`src/rtl/mem_arb_pkg.sv`:
```
// Shared types for the unified-memory arbiter between the IF and M stages.
package mem_arb_pkg;

    typedef enum logic [1:0] {
        IDLE,
        BUSY_IF,
        BUSY_DM
    } arb_state_t;

    typedef enum logic {
        OWN_IF,
        OWN_DM
    } owner_t;

    localparam int CNT_W = 4;

endpackage

```
`src/rtl/arb_latency_counter.sv`:
```
// Loadable down-counter; done is high whenever the count has reached zero.
module arb_latency_counter
    import mem_arb_pkg::*;
(
    input  logic             clk,
    input  logic             rst,
    input  logic             load,
    input  logic [CNT_W-1:0] load_val,
    output logic             done
);

    logic [CNT_W-1:0] count;

    always_ff @(posedge clk or negedge rst) begin
        if (!rst) begin
            count <= '0;
        end else if (load) begin
            count <= load_val;
        end else if (count != '0) begin
            count <= count - 1'b1;
        end
    end

    assign done = (count == '0);

endmodule

```
`src/rtl/mem_arbiter.sv`:
```
// Serialises IF and M accesses onto one fixed-latency memory port and drives the pipeline stalls.
//   state   | meaning
//   IDLE    | no access outstanding; any pending request issues this cycle
//   BUSY_IF | fetch outstanding, waiting for the latency counter
//   BUSY_DM | data access outstanding, waiting for the latency counter
module mem_arbiter
    import mem_arb_pkg::*;
#(
    parameter int ADDRESS_WIDTH = 32,
    parameter int DATA_WIDTH    = 32,
    parameter int MEM_LATENCY   = 2
) (
    input  logic                     clk,
    input  logic                     rst,
    input  logic                     if_req,
    input  logic [ADDRESS_WIDTH-1:0] if_addr,
    output logic [DATA_WIDTH-1:0]    if_rdata,
    output logic                     if_valid,
    input  logic                     dm_req,
    input  logic                     dm_we,
    input  logic [ADDRESS_WIDTH-1:0] dm_addr,
    input  logic [DATA_WIDTH-1:0]    dm_wdata,
    output logic [DATA_WIDTH-1:0]    dm_rdata,
    output logic                     dm_valid,
    output logic                     stall_if,
    output logic                     stall_m,
    output logic                     mem_en,
    output logic                     mem_we,
    output logic [ADDRESS_WIDTH-1:0] mem_addr,
    output logic [DATA_WIDTH-1:0]    mem_wdata,
    input  logic [DATA_WIDTH-1:0]    mem_rdata
);

    localparam logic [CNT_W-1:0] RD_LOAD = CNT_W'(MEM_LATENCY - 1);

    arb_state_t            state, state_nxt;
    owner_t                last_grant, winner;
    logic                  issue, issue_we, cur_we, cnt_done;
    logic                  if_done, dm_done;
    logic [DATA_WIDTH-1:0] if_hold, dm_hold;

    // On a tie the requester that was not served last time goes first.
    always_comb begin
        winner = OWN_IF;
        if (dm_req && (!if_req || last_grant == OWN_IF)) begin
            winner = OWN_DM;
        end
    end

    assign issue    = (state == IDLE) && (if_req || dm_req);
    assign issue_we = (winner == OWN_DM) && dm_we;

    arb_latency_counter u_lat_cnt (
        .clk      (clk),
        .rst      (rst),
        .load     (issue),
        .load_val (issue_we ? '0 : RD_LOAD),
        .done     (cnt_done)
    );

    always_comb begin
        state_nxt = state;
        if_done   = 1'b0;
        dm_done   = 1'b0;
        case (state)
            IDLE: begin
                if (issue) begin
                    state_nxt = (winner == OWN_DM) ? BUSY_DM : BUSY_IF;
                end
            end
            BUSY_IF: begin
                if (cnt_done) begin
                    if_done   = 1'b1;
                    state_nxt = IDLE;
                end
            end
            BUSY_DM: begin
                if (cnt_done) begin
                    dm_done   = 1'b1;
                    state_nxt = IDLE;
                end
            end
            default: state_nxt = IDLE;
        endcase
    end

    always_ff @(posedge clk or negedge rst) begin
        if (!rst) begin
            state      <= IDLE;
            last_grant <= OWN_IF;
            cur_we     <= 1'b0;
            if_hold    <= '0;
            dm_hold    <= '0;
        end else begin
            state <= state_nxt;
            if (issue) begin
                last_grant <= winner;
                cur_we     <= issue_we;
            end
            if (if_done) begin
                if_hold <= mem_rdata;
            end
            if (dm_done && !cur_we) begin
                dm_hold <= mem_rdata;
            end
        end
    end

    // Strobes, pulses and stalls are gated by rst so they drop the moment reset asserts.
    assign mem_en    = rst && issue;
    assign mem_we    = rst && issue && issue_we;
    assign mem_addr  = (rst && issue) ? ((winner == OWN_DM) ? dm_addr : if_addr) : '0;
    assign mem_wdata = (rst && issue && issue_we) ? dm_wdata : '0;

    assign if_valid = rst && if_done;
    assign dm_valid = rst && dm_done;
    assign if_rdata = if_valid ? mem_rdata : if_hold;
    assign dm_rdata = (dm_valid && !cur_we) ? mem_rdata : dm_hold;

    assign stall_if = rst && if_req && !if_valid;
    assign stall_m  = rst && dm_req && !dm_valid;

endmodule

```
`config.mk`:
```
export PLATFORM = sky130hd
export DESIGN_NAME = mem_arbiter
export DESIGN_NICKNAME = d
export VERILOG_FILES = /design/src/rtl/mem_arb_pkg.sv /design/src/rtl/arb_latency_counter.sv /design/src/rtl/mem_arbiter.sv
export SDC_FILE = /design/constraint.sdc
export NUM_CORES = 1
export LEC_CHECK = 0
export CAP_MARGIN = 40
export CELL_PAD_IN_SITES_DETAIL_PLACEMENT = 1
export CELL_PAD_IN_SITES_GLOBAL_PLACEMENT = 2
export CORE_MARGIN = 2
export CORE_UTILIZATION = 21
export DETAILED_ROUTE_END_ITERATION = 12
export PLACE_DENSITY_LB_ADDON = 0.1
export SLEW_MARGIN = 0
export SYNTH_ARGS = -nofsm -noshare
export SYNTH_HDL_FRONTEND = slang
export SYNTH_SLANG_ARGS = --single-unit
export TNS_END_PERCENT = 1
```
`constraint.sdc`:
```
create_clock -name clk -period 2.34 [get_ports clk]
set_input_delay 0.351 -clock clk [delete_from_list [all_inputs] [get_ports clk]]
set_output_delay 0.351 -clock clk [all_outputs]
set_load 0.01 [all_outputs]
```
==> results.txt <==
Die Wd = 149 microns
# diodes = 0
status = finished with violations
number of global-route vias before repair = 4880
Sw Share = 33.6%
unrepaired setup endpoints after global routing = true
Max VDD drop = 316 uV
Post-Route WL = 17300 microns
Clk pwr share = 16.9%
largest cells by area after synthesis = dfrtp_1, mux2_2, nand2_1
area of the die = 22200 sq um
largest area contributor in the netlist = dfrtp_1
most common cell in the netlist = mux2_2
Yosys Warn Count = 0
CP endpoint kind = output pin
combinational share of power = 56.7%
worst r2r src = u_lat_cnt.count[0]$_DFFE_PN0P_
post-synthesis cell type count = 37
Post-synth EDFFs = 0
failing checks = setup timing
post-route ant nets = 0
Multi-input gate area = 2540 sq um
sequential power share = 26.3%
largest family of logic cells by synthesized area = multiplexers
Synth Instances = 413
Power Density = 1020 nW/um^2
Setup TNS Final = -5.14 ns
clk_lat worst skew = 0.33 ns
DRC = 0
most frequent CP cell = buf_6
Synthesized Nets = 550
leak pwr = 0.00375 uW
mux cell area share after synthesis = 32.8%
WP data required = 1.99 ns
Die Y = 149 microns
Synth Flop Type = dfrtp_1
pin count of the biggest net entering global routing = 45
buffer and inverter count on the worst path = 5
r2r endpoint = dm_hold[5]$_DFFE_PN0P_
Arr. time, crit path = 2.18 ns
DP HPWL = 12700 microns
Slew Viols, Final = 0
gr usage total = 15.4%
IO Port Bufs = 266
final hold slack = 0.159 ns
H-tree Lvls = 3
xor/xnor cell area share of the yosys netlist = 0.198%
Tmin final = 2.53 ns
Crit. path cell count = 9
Post-synth top cells = mux2_2, dfrtp_1, nand2_1
first-pass GRT wire length = 26600 microns
clk_skew = 0.00531 ns
DR vias/cell = 4.31
Worst path top cell family by delay = buffers and inverters
Sink Count = 72
CTS tree = built
Setup CP Type = register to output pin
Syn Std Cell Area = 4420 sq um
setup ws final = -0.186 ns
Synth Area per Inst = 10.7 sq um
total power draw = 8260 uW
Relative slew margins = 61.8%
initial DRC count = 59
FMAX = 0.396 GHz
clk slew on worst S/H paths = 0.06 ns
Final setup viols = 54
internal power = 5480 uW
max-cap violations = 0
simple-gate share of the synthesized area = 13.7%
Synth Register Bits = 72
Reg2Reg Setup Slack = 0.21 ns
Core Area = 20800 sq um
DRT Pass-1 Iters = 4
GRT overflow = 0
top cell type's share of synthesized area = 40.7%
share of layout cells above drive strength 1 = 48.6%
Filler cells = 2341
# nets final = 860
CTS root buf = clkbuf_16
sequential area share after synthesis = 40.7%
Hold/Removal Path Class = input pin to async pin
clock buffer count from CTS = 9
initial antenna violation count = 0
adder-cell share of the synthesized area = 1.13%
Reg area = 1800 sq um
Synth Area in Compound Gates = 6.28%
worst reg-to-reg path cell count = 9
critical-path cell list = inv_2 -> ha_4 -> nor3b_4 -> nand4b_4 -> buf_12 -> buf_8 -> buf_6 -> mux2_4 -> buf_6
WL/cell = 17.3 microns
Layout area overhead = 83.2%
largest stage delay on the critical path = 0.39 ns
clk buf depth = 2
Final Cycle Share = 108%
Ports = 267
slowest CP cell = dfrtp_1
gpl congestion = 0.746
worst-margin pin slew = 0.573 ns
final hold vios = 0
vias = 4324
CP max FO = 3
crit start category = register
NetSw = 2780 uW
Starting Density = 21.2%
share of flip-flops with an asynchronous set or reset = 100%
cell row count = 53
## registers in the layout, indices dropped and copies added (netlist names)
| signal | cells |
|---|---|
| cur_we | 1 |
| state | 2 |
| if_hold | 32 |
| last_grant | 1 |
| u_lat_cnt.count | 4 |
| dm_hold | 32 |
## cells by family after synthesis
group	Yosys count
mux	129
compound gates	48
buf+inv	38
fa+ha+maj	4
simple gates	121
xor+xnor	1
flops	72
## metal layers
metal / global-route usage (%) / share of wire (%) / up-vias
met4: 3.14 / 0.82 / 0
met1: 17.4 / 39 / 2107
met3: 4.86 / 7.4 / 9
met5: 0 / 0 / -
li1: - / - / 2041
met2: 28.2 / 52 / 167
## worst max path at each step
stage,from,endpoint,slack (ns)
detailed placement,if_req,mem_addr[9],-0.22
floorplan,u_lat_cnt.count[0]$_DFFE_PN0P_,dm_rdata[3],0.32
global route,u_lat_cnt.count[0]$_DFFE_PN0P_,dm_rdata[14],-0.28
finish,u_lat_cnt.count[0]$_DFFE_PN0P_,dm_rdata[0],-0.19
CTS,u_lat_cnt.count[0]$_DFFE_PN0P_,dm_rdata[21],-0.23
global placement,if_req,mem_addr[7],-0.23
## power groups by stage
stage                     Sequential (uW)  Combinational (uW)  Clock [uW]
after floorplan                      2100                2270           0
after global placement               2150                4450           0
after detailed placement             2190                4500           0
after CTS                            2170                4550        1440
after global routing                 2260                5090        1500
final                                2180                4690        1400
## area by class of cell
| type | count | share of cell area (%) |
|---|---|---|
| multi-input combinational | 303 | 31.4 |
| clock buffer | 10 | 2.82 |
| sequential | 72 | 22.2 |
| timing repair buffer | 329 | 38.1 |
| clock inverter | 6 | 0.833 |
| tap | 275 | 4.24 |
| inverter | 8 | 0.370 |
## placed cells by master (no fill, tap or decap), types with 17 or more instances in the layout
master	synthesis	routed
dlygate4sd2_1	0	21
nand2_1	69	69
buf_4	2	33
a21oi_2	0	17
clkbuf_2	0	29
mux2_2	127	124
and2_1	32	32
buf_6	8	58
buf_2	6	39
clkdlybuf4s50_1	0	131
dfrtp_1	72	72
## per-stage QoR
stage | utilization [%] | setup slack, ns | instances | area [sq um]
floorplan | - | 0.319 | 413 | 4420
global placement | 36.3 | -0.227 | 955 | 7570
detailed placement | 36.3 | -0.223 | 955 | 7570
CTS | 38.3 | -0.232 | 997 | 7970
global route | 38.9 | -0.282 | 1003 | 8110
finish | 38.9 | -0.186 | 1003 | 8110
## timing repair
action,in CTS,in global routing
pin swaps,5,3
gates cloned,3,1
endpoints found under the setup margin,134,127
buffers inserted,22,6
hold endpoints to repair,3,0
hold buffers,1,0
gates resized for setup,450,101
No activity file was read; power rests on OpenSTA's default activity.
